**config.mk**
```make
export PLATFORM = sky130hd
export DESIGN_NAME = core2apb_bridge
export DESIGN_NICKNAME = d
export VERILOG_FILES = /design/src/rtl/core2apb_pkg.sv /design/src/rtl/apb_timeout_cnt.sv /design/src/rtl/core2apb_bridge.sv
export SDC_FILE = /design/constraint.sdc
export NUM_CORES = 1
export LEC_CHECK = 0
export BUFFER_PORTS_ARGS = -buffer_cell sky130_fd_sc_hd__buf_2
export CAP_MARGIN = 20
export CORE_ASPECT_RATIO = 0.7
export CORE_UTILIZATION = 43
export DETAILED_ROUTE_END_ITERATION = 8
export GPL_TIMING_DRIVEN = 0
export PLACE_DENSITY = 0.74
export SYNTH_ARGS = -nofsm -noshare
export SYNTH_HDL_FRONTEND = slang
export SYNTH_SLANG_ARGS = --single-unit
```
**constraint.sdc**
```tcl
create_clock -name clk_i -period 6.81 [get_ports clk_i]
set_input_delay 0.681 -clock clk_i [delete_from_list [all_inputs] [get_ports clk_i]]
set_output_delay 0.681 -clock clk_i [all_outputs]
set_load 0.005 [all_outputs]
```
**src/rtl/core2apb_pkg.sv**
```systemverilog
// core2apb_pkg: shared types and helpers for the core-to-APB3 bridge
package core2apb_pkg;

    typedef enum logic [1:0] {IDLE, SETUP, ACCESS, RESP} state_e;

    localparam logic [31:0] ERR_RDATA_DEFAULT = 32'hDEAD_BEEF;

    function automatic int cnt_width(input int limit);
        return (limit < 1) ? 1 : $clog2(limit + 1);
    endfunction

endpackage

```
**src/rtl/apb_timeout_cnt.sv**
```systemverilog
// apb_timeout_cnt: saturating ACCESS-phase cycle counter flagging the last allowed cycle
module apb_timeout_cnt
    import core2apb_pkg::*;
#(
    parameter int LIMIT = 255
)(
    input  logic clk_i,
    input  logic rst_i,
    input  logic clr_i,
    input  logic inc_i,
    output logic expired_o
);

    localparam int W = cnt_width(LIMIT);
    localparam logic [W-1:0] LAST = W'(LIMIT - 1);

    logic [W-1:0] cnt;

    always_ff @(posedge clk_i or posedge rst_i) begin
        if (rst_i)
            cnt <= '0;
        else if (clr_i)
            cnt <= '0;
        else if (inc_i && !(&cnt))
            cnt <= cnt + 1'b1;
    end

    assign expired_o = cnt == LAST;

endmodule

```
**src/rtl/core2apb_bridge.sv**
```systemverilog
// core2apb_bridge: core req/gnt/rvalid data port to single APB3 transfers with an access timeout
module core2apb_bridge
    import core2apb_pkg::*;
#(
    parameter int APB_ADDR_WIDTH = 32,
    parameter int APB_DATA_WIDTH = 32,
    parameter int TIMEOUT_CYCLES = 255,
    parameter logic [APB_DATA_WIDTH-1:0] ERR_RDATA = ERR_RDATA_DEFAULT
)(
    input  logic                      clk_i,
    input  logic                      rst_i,
    input  logic                      data_req_i,
    output logic                      data_gnt_o,
    input  logic                      data_we_i,
    input  logic [3:0]                data_be_i,
    input  logic [APB_ADDR_WIDTH-1:0] data_addr_i,
    input  logic [APB_DATA_WIDTH-1:0] data_wdata_i,
    output logic                      data_rvalid_o,
    output logic [APB_DATA_WIDTH-1:0] data_rdata_o,
    output logic                      data_err_o,
    output logic [APB_ADDR_WIDTH-1:0] paddr_o,
    output logic [APB_DATA_WIDTH-1:0] pwdata_o,
    output logic                      pwrite_o,
    output logic                      psel_o,
    output logic                      penable_o,
    input  logic [APB_DATA_WIDTH-1:0] prdata_i,
    input  logic                      pready_i,
    input  logic                      pslverr_i
);

    state_e                    state, state_nxt;
    logic [APB_ADDR_WIDTH-1:0] addr_q;
    logic [APB_DATA_WIDTH-1:0] wdata_q, rdata_q;
    logic                      we_q, err_q, expired, timeout;
    logic [3:0]                be_unused;

    // reset gating keeps the grant low even if the core holds req through reset
    assign data_gnt_o = data_req_i && state == IDLE && !rst_i;
    assign timeout    = state == ACCESS && !pready_i && expired;

    generate
        if (TIMEOUT_CYCLES == 0) begin : g_no_timeout
            assign expired = 1'b0;
        end else begin : g_timeout
            apb_timeout_cnt #(.LIMIT(TIMEOUT_CYCLES)) u_timeout_cnt (
                .clk_i     (clk_i),
                .rst_i     (rst_i),
                .clr_i     (data_gnt_o),
                .inc_i     (state == ACCESS && !pready_i),
                .expired_o (expired)
            );
        end
    endgenerate

    always_comb begin
        state_nxt = state;
        state_nxt = (state == IDLE)   ? (data_req_i ? SETUP : IDLE) :
                    (state == SETUP)  ? ACCESS :
                    (state == ACCESS) ? ((pready_i || expired) ? RESP : ACCESS) :
                                        IDLE;
    end

    always_ff @(posedge clk_i or posedge rst_i) begin
        if (rst_i) begin
            state     <= IDLE;
            addr_q    <= '0;
            wdata_q   <= '0;
            we_q      <= 1'b0;
            be_unused <= '0;
            rdata_q   <= '0;
            err_q     <= 1'b0;
        end else begin
            state <= state_nxt;
            if (data_gnt_o) begin
                addr_q    <= data_addr_i;
                wdata_q   <= data_wdata_i;
                we_q      <= data_we_i;
                be_unused <= data_be_i;
            end
            if (state == ACCESS && pready_i) begin
                rdata_q <= we_q ? '0 : prdata_i;
                err_q   <= pslverr_i;
            end else if (timeout) begin
                rdata_q <= ERR_RDATA;
                err_q   <= 1'b1;
            end
        end
    end

    assign paddr_o       = addr_q;
    assign pwdata_o      = wdata_q;
    assign pwrite_o      = we_q;
    assign psel_o        = state == SETUP || state == ACCESS;
    assign penable_o     = state == ACCESS;
    assign data_rvalid_o = state == RESP;
    assign data_rdata_o  = (state == RESP) ? rdata_q : '0;
    assign data_err_o    = state == RESP && err_q;

endmodule

```
* Yosys cells after proc, flatten, opt, wreduce, memory -nomap -nowiden *
Cells that the tools add are included.
W data, S select, Z words.

word-level totals
  register bits after elaboration = 108
  input bits = 106
  output and inout bits = 102
  logic and storage cells = 41

cells by class
  add/sub/neg operators = 1
  equality and inequality tests = 4
  multiplexer cells = 13
  reductions and logical operators = 16

operators with widths
  cell                   count
  $mux W32               4
  $mux W8                2
  $add A8 B1 Y8 const B  1
  $eq A8 B8 Y1 const B   1
  $reduce_and A8 Y1      1
  $logic_and A1 B1 Y1    7
  $mux W2                3
  $eq A2 B2 Y1 const B   2
  $mux W1                4
  $reduce_bool A2 Y1     2
  $logic_not A1 Y1       3
  $eq A2 B1 Y1 const B   1
  $logic_not A2 Y1       1
  $logic_or A1 B1 Y1     2

* Depth between registers and ports, before layout *
Gate-level depths: netlist of run 1.

  depth in word-level cells = 6
  depth in mapped cells = 7
  mapped depth without buffers = 6

* Cells and area by module *
A second synthesis of run 1 with hierarchy kept.

second synthesis, totals
  cells, all modules = 341
  area total of the unflattened synthesis = 4,728.3 um^2

modules (own cells, without submodules)
  module           times used  cells each  area an instance (um^2)  seq. area each (um^2)
  core2apb_bridge  1           291         4,279.1                  2,502.4
  apb_timeout_cnt  1           50          449.2                    200.2

* Worst setup path after synthesis of run 1 *
Ideal clock, no wire load.

  path type = input -> output
  start = input port rst_i
  end = output port data_gnt_o
  arrival = 1,240 ps
  data required time = 6,129 ps
  slack = 4,889 ps
  stages = 3
  buffers on the path = 1
  cells stage by stage = nand3b_1 -> inv_2 -> clkbuf_1

between the ends
  cells in the longest elaborated chain, start to end = 2

ends and longest elaborated chain
  what                               line                   source
  from (decl)                        core2apb_bridge.sv:11  input logic rst_i,
  $logic_not A1 Y1 (no source line)  -
  $logic_and A1 B1 Y1                core2apb_bridge.sv:38  assign data_gnt_o = data_req_i && state == IDLE && !rst_i;
  to (decl)                          core2apb_bridge.sv:13  output logic data_gnt_o,

Every way passes these cells.

* Final worst setup path of run 1 *
  start = register state[0]
  end = output port data_gnt_o

between the ends
  cells in the longest elaborated chain, start to end = 3

ends and longest elaborated chain
  what                               line                   source
  from (decl)                        core2apb_bridge.sv:31  state_e state, state_nxt;
  from (signal assigned)             core2apb_bridge.sv:73  state <= state_nxt;
  $logic_not A2 Y1                   core2apb_bridge.sv:38
  $logic_and A1 B1 Y1 (2 in series)  core2apb_bridge.sv:38

Every way passes these cells.

==> results of run 1 <==
cell families after synthesis:
logic type,Yosys count,share of synthesized area
multiplexers,4,0.00857
buffers and inverters,39,0.0383
flip-flops,108,0.578
AO/OA/AOI/OAI,69,0.0876
adder cells (fa/ha/maj),6,0.0161
AND/OR/NAND/NOR,287,0.271
flip-flops by register name, indices dropped and copies added, names as in the netlist:
name and flops:
err_q 1, g_timeout.u_timeout_cnt.cnt 8, pwdata_o 32, pwrite_o 1
paddr_o 32, state 2, rdata_q 32
synthesized netlist by cell type (2+ instances only):
library cell	instances	area share
a211oi_1	2	0.0032
a21oi_1	49	0.052
a31o_2	8	0.015
and2_1	33	0.044
and3_1	9	0.012
and3_2	2	0.0032
buf_2	2	0.0021
buf_6	4	0.0096
clkbuf_1	24	0.019
dfrtp_1	108	0.58
ha_1	6	0.016
inv_1	8	0.0064
mux2i_1	4	0.0086
nand2_1	202	0.16
nand2b_1	2	0.0027
nand3_1	2	0.0021
nand3b_1	2	0.0032
nor2_1	26	0.021
o21ai_0	2	0.0021
metrics by stage:
stage | power, uW | utilization | setup WS (ns) | std cells
global placement | 1980 | 0.559 | 2.13 | 848
CTS | 2550 | 0.589 | 4.11 | 863
floorplan | 1600 | - | 3.28 | 513
finish | 2520 | 0.589 | 4.16 | 863
detailed placement | 2020 | 0.562 | 4.31 | 849
global route | 2720 | 0.589 | 3.95 | 863
cells in the final DEF, fill, tap and decap left out, types with 4 or more instances in the layout:
master and instances:
buf_2 205, nand2_1 202, dfrtp_1 108, a21oi_1 49
and2_1 33, nor2_1 26, clkbuf_1 24, and3_1 9
clkbuf_16 9, a31o_2 8, inv_1 7, ha_1 6
buf_6 4, mux2i_1 4
metal layers:
metal | up-vias | wire length (um) | track usage
met4 | 0 | 187 | 0.0723
met5 | - | 0 | 0
li1 | 2073 | - | -
met3 | 14 | 962 | 0.0772
met2 | 148 | 5820 | 0.383
met1 | 1983 | 5270 | 0.266
critical path: cells and delay by family (launching register included):
family	cells	cell delay (ns)
buffers and inverters	4	0.88
DFF	1	0.40
adders and majority gates	1	0.20
and+or+nand+nor	1	0.15
power by group:
group | switching [uW] | internal [uW] | total [uW]
clock | 228 | 291 | 519
combinational | 497 | 419 | 916
sequential | 153 | 936 | 1090
path summary, 6_finish.rpt:
check,startpoint,endpoint,cells after the start
hold / removal,rst_i,g_timeout.u_timeout_cnt.cnt[0]$_DFFE_PP0P_,2
max in group asynchronous,rst_i,pwdata_o[10]$_DFFE_PP0P_,3
setup / recovery,state[0]$_DFF_PP0_,data_gnt_o,6
min in group clk_i,paddr_o[23]$_DFFE_PP0P_,paddr_o[23]$_DFFE_PP0P_,2
hold reg to reg,paddr_o[23]$_DFFE_PP0P_,paddr_o[23]$_DFFE_PP0P_,2
setup reg to reg,state[0]$_DFF_PP0_,rdata_q[25]$_DFFE_PP0P_,6
cell type report:
class / instances / area, um^2
Fill cell: 926 / 4300
Inverter: 9 / 36.3
Multi-Input combinational cell: 366 / 1790
Buffer: 30 / 145
Sequential cell: 108 / 2700
Clock buffer: 10 / 239
Timing Repair Buffer: 204 / 1040
Tap cell: 132 / 165
Clock inverter: 4 / 51.3
==> key figures, run 1 <==
Worst setup path
  • Worst-path maximum fanout: 10
  • Req. time, crit path: 6.13 ns
  • Crit path DAT: 1.97 ns
  • Startpoint Class: register
  • Crit-path cells: inv_1, ha_1, nand3b_1, inv_2, clkbuf_1, buf_2
  • Crit end category: output port
  • R2r setup slk: 4.93 ns
  • Slowest Stage Delay on Critical Path: 0.40 ns
  • Critical path class: reg2out
  • Critical path's slowest cell: dfrtp_1

STA
  • Slew @ Worst Pin: 0.635 ns
  • Slew Limit Headroom: 0.577
  • Min Hold Slack: 0.443 ns
  • Tmin final: 2.65 ns
  • Total negative slack: 0 ns
  • Max-slew violations: 0
  • Setup Skew: 0.00254 ns
  • Final period util: 0.389
  • Setup violations, final: 0
  • Final hold vios: 0
  • Max Clock Freq: 378 MHz
  • RSZ-0062 raised after global routing: false

Finish
  • Share of layout cells above drive strength 1: 0.327
  • Antenna Cells: 0
  • Final instance area: 6170 um^2
  • Area delta synth->final: 32.1%
  • Final nets: 840

Placement
  • Dpl cell area: 5880 um^2
  • I/O Buffers: 203
  • GPL Wtd Cong: 0.797
  • DP Wirelength: 9.06 mm

Clocking
  • Hold buffer count at cts: 0
  • Clock-pin slew on the worst setup and hold paths: 0.07 ns
  • Worst-skew pair later-pin latency: 0.34 ns
  • CTS Buf Count: 9
  • CTS sink cnt: 108
  • H-tree levels: 3
  • CTS tree: yes
  • CTS root buffer: clkbuf_16
  • Setup bufs post-CTS: 0
  • Post_cts resized: 0
  • Max clock buf depth: 2

Pwr
  • PwrDens: 409 nW/um^2
  • LEAKAGE: 0.00347 uW
  • Peak supply drop: 0.198 mV

Synth
  • Syn. warnings: 0
  • Syn Inst Count: 513
  • Asr flop ratio synth: 1.00
  • Sequential fraction of the synthesis area: 0.578
  • Post-synth EDFFs: 0
  • Syn_nets: 625
  • Post-Syn Area: 4670 um^2
  • Synth Area per Inst: 9.11 um^2
  • #FFs+latches synth: 108
  • Ys flop type: dfrtp_1
  • Unique masters post-synth: 37

Floorplan
  • Initial core utilization: 0.446
  • Chip height: 89.2 um
  • Die width: 127 um
  • # IOs: 208
  • Die footprint: 11300 um^2
  • Core ar.: 10500 um^2
  • FP Rows: 31

Route
  • Drt pass-1 iters: 4
  • Avg Vias per Cell: 4.89
  • Total number of vias: 4218
  • Post-route DRC violation count: 0
  • Antenna Violating Nets Remaining: 0
  • DRT iter0 DRCs: 95
  • Drt wl/cell: 14.2 um
  • Drt total wl: 12.2 mm

Global routing
  • Vias in the first global route: 4068
  • Overall routing resource usage: 0.222
  • First-pass GRT wire length: 19.4 mm
  • Largest net degree at the start of global routing: 61
  • Gr ovfl total: 0
  • Initial antenna violation count: 0

Job
  • MaxCap Viol Count: 0

Worst hold path
  • Worst Hold Class: in2async

Run status
  • Status: finished, final reports clean
(Power assumes the default switching activity.)
==> run 2, diff against run 1 <==
- PLACE_DENSITY: 0.74 -> 0.77
- clock period: 6.81 -> 2.4 ns (I/O delays scaled with it)
==> run 2 against run 1 <==
  * Sequential share of layout area grew 0.053 points
  * Combinational power rose to 2.8 times the previous value
  * Core utilization down 0.072 points
  * Final cell count increased by 0.12%
  * Critical path depth is 2 lower
  * Global-route usage grew 0.87 points
  * Largest cell class unchanged
  * Largest power group unchanged
  * Highest routed layer unchanged
==> key figures, run 2 (synthesized netlist as in run 1, its figures left out) <==
Worst hold path
  • Worst Hold Class: in2async

STA
  • RSZ-0062 raised after global routing: false
  • Total negative slack: 0 ns (unchanged)
  • Final period util: 0.845
  • Final hold vios: 0 (unchanged)
  • Max Clock Freq: 493 MHz
  • Slew @ Worst Pin: 0.926 ns (+0.291 ns)
  • Slew Limit Headroom: 0.381 (-0.195)
  • Setup Skew: 0.00714 ns (+0.00459 ns)
  • Setup violations, final: 0 (unchanged)
  • Tmin final: 2.03 ns
  • Setup ws final: 0.371 ns (-3.79 ns)
  • Max-slew violations: 0 (unchanged)

Clocking
  • CTS Buf Count: 9 (unchanged)
  • CTS sink cnt: 108 (unchanged)
  • H-tree levels: 3 (unchanged)
  • Hold buffer count at cts: 0 (unchanged)
  • Max clock buf depth: 2 (unchanged)
  • Post_cts resized: 0 (unchanged)
  • Worst-skew pair later-pin latency: 0.35 ns (about the same)
  • CTS tree: yes
  • CTS root buffer: clkbuf_16
  • Setup bufs post-CTS: 0 (unchanged)
  • Clock-pin slew on the worst setup and hold paths: 0.07 ns (about the same)

Pwr
  • Internal power: 4550 uW (+180%)
  • LEAKAGE: 0.00346 uW (-0.22%)
  • Part of the power in registers: 0.438 (+0.007)
  • Combinational group share of total power: 0.366 (+0.003)
  • Psw: 2530 uW (+190%)
  • Sw Ratio: 0.357 (+0.00928)
  • Clock share of power: 0.195 (-0.011)
  • Peak supply drop: 0.643 mV (+230%)
  • PwrDens: 1150 nW/um^2 (+180%)

Global routing
  • First-pass GRT wire length: 20.2 mm (+4.1%)
  • Largest net degree at the start of global routing: 45 (-26%)
  • Vias in the first global route: 4176 (+2.7%)
  • Initial antenna violation count: 0 (unchanged)
  • Gr ovfl total: 0 (unchanged)
  • Overall routing resource usage: 0.231 (+0.00868)

Finish
  • Fillers: 935 (+0.97%)
  • Most frequent cells in the layout: buf_2 (205), nand2_1 (202), dfrtp_1 (108)
  • Area delta synth->final: 32.0%
  • Commonest non-fill, non-tap cell in the layout: buf_2
  • Share of layout cells above drive strength 1: 0.329 (+0.00229)
  • Antenna Cells: 0 (unchanged)
  • Final nets: 840 (unchanged)

Route
  • Post-route DRC violation count: 0 (unchanged)
  • DRT iter0 DRCs: 153 (+61%)
  • Total number of vias: 4274 (+1.3%)
  • Drt total wl: 12.5 mm (+2.2%)
  • Antenna Violating Nets Remaining: 0 (unchanged)
  • Drt pass-1 iters: 4 (unchanged)
  • Avg Vias per Cell: 4.95 (+1.2%)
  • Drt wl/cell: 14.5 um (+2.1%)

Placement
  • DP Wirelength: 9.43 mm (+4.1%)
  • I/O Buffers: 203 (unchanged)
  • GPL Wtd Cong: 0.811 (+1.7%)
  • Pre-CTS WS: 0.478 ns (-3.83 ns)

Worst setup path
  • Critical path's slowest cell: clkbuf_1
  • Worst-path maximum fanout: 10 (unchanged)
  • Startpoint Class: register
  • Crit path DAT: 1.79 ns (-0.18 ns)
  • Reg-to-reg startpoint: state[0]$_DFF_PP0_
  • Critical path class: reg2out
  • Crit path from: state[0]$_DFF_PP0_
  • Slowest Stage Delay on Critical Path: 0.39 ns (about the same)
  • Req. time, crit path: 2.16 ns (-3.97 ns)
  • Crit-path cells: ha_1, clkbuf_1, and2_1, buf_2
  • Crit end category: output port

Floorplan
  • # IOs: 208 (unchanged)
  • FP Rows: 31 (unchanged)
  • Die footprint: 11300 um^2 (unchanged)
  • Die width: 127 um (unchanged)
  • Initial core utilization: 0.446 (unchanged)
  • Core ar.: 10500 um^2 (unchanged)
  • Chip height: 89.2 um (unchanged)

Job
  • MaxCap Viol Count: 0 (unchanged)

Run status
  • Status: finished, final reports clean
-- run 2: stage by stage --
stage | instances | cell area (um^2) | hold slack, ns | util | total power [uW]
floorplan | 513 | 4680 | 0.345 | - | 4530
global placement | 848 | 5860 | 0.429 | 0.559 | 5610
detailed placement | 850 | 5900 | 0.434 | 0.563 | 5760
CTS | 865 | 6170 | 0.0664 | 0.589 | 7170
global route | 864 | 6170 | 0.0719 | 0.589 | 7670
finish | 864 | 6170 | 0.0791 | 0.589 | 7080
-- run 2: cell type report --
type	instances	area [um^2]	area share
Buffer	29	141	0.0229
Multi-Input combinational cell	366	1790	0.290
Inverter	9	37.5	0.00609
Timing Repair Buffer	205	1060	0.171
Sequential cell	108	2700	0.438
Clock buffer	9	225	0.0365
Tap cell	132	165	0.0268
Clock inverter	6	47.5	0.00771
-- run 2: path summary, 6_finish.rpt --
path | to | slack (ns) | cells after the start
worst max-delay path | data_rdata_o[20] | 0.37 | 4
worst min-delay path | paddr_o[27]$_DFFE_PP0P_ | 0.08 | 2
worst max register to register | pwrite_o$_DFFE_PP0P_ | 0.52 | 6
worst min register to register | pwdata_o[17]$_DFFE_PP0P_ | 0.47 | 2
max in group asynchronous | pwdata_o[14]$_DFFE_PP0P_ | 1.61 | 3
min in group clk_i | paddr_o[2]$_DFFE_PP0P_ | 0.08 | 3
-- run 2: critical path, delay by kind of cell, from the launching register on --
family,cells,cell delay [ns]
buf+inv,2,0.50
flops,1,0.38
fa+ha+maj,1,0.36
simple gates,1,0.20
-- run 2: power by group through the flow --
stage | sequential, uW | combinational, uW | clock [uW]
6_report | 3100 | 2590 | 1380
5_1_grt | 3220 | 2950 | 1510
4_1_cts | 3100 | 2640 | 1430
3_5_place_dp | 3120 | 2640 | 0
3_3_place_gp | 3080 | 2530 | 0
2_1_floorplan | 3110 | 1420 | 0
-- run 2: metal layers --
| layer | part of all wire | up-vias | routed length (um) | track usage |
|---|---|---|---|---|
| li1 | - | 2080 | - | - |
| met1 | 0.43 | 2041 | 5430 | 0.284 |
| met2 | 0.48 | 142 | 5970 | 0.396 |
| met3 | 0.078 | 11 | 970 | 0.0736 |
| met4 | 0.011 | 0 | 140 | 0.0668 |
| met5 | 0 | - | 0 | 0 |
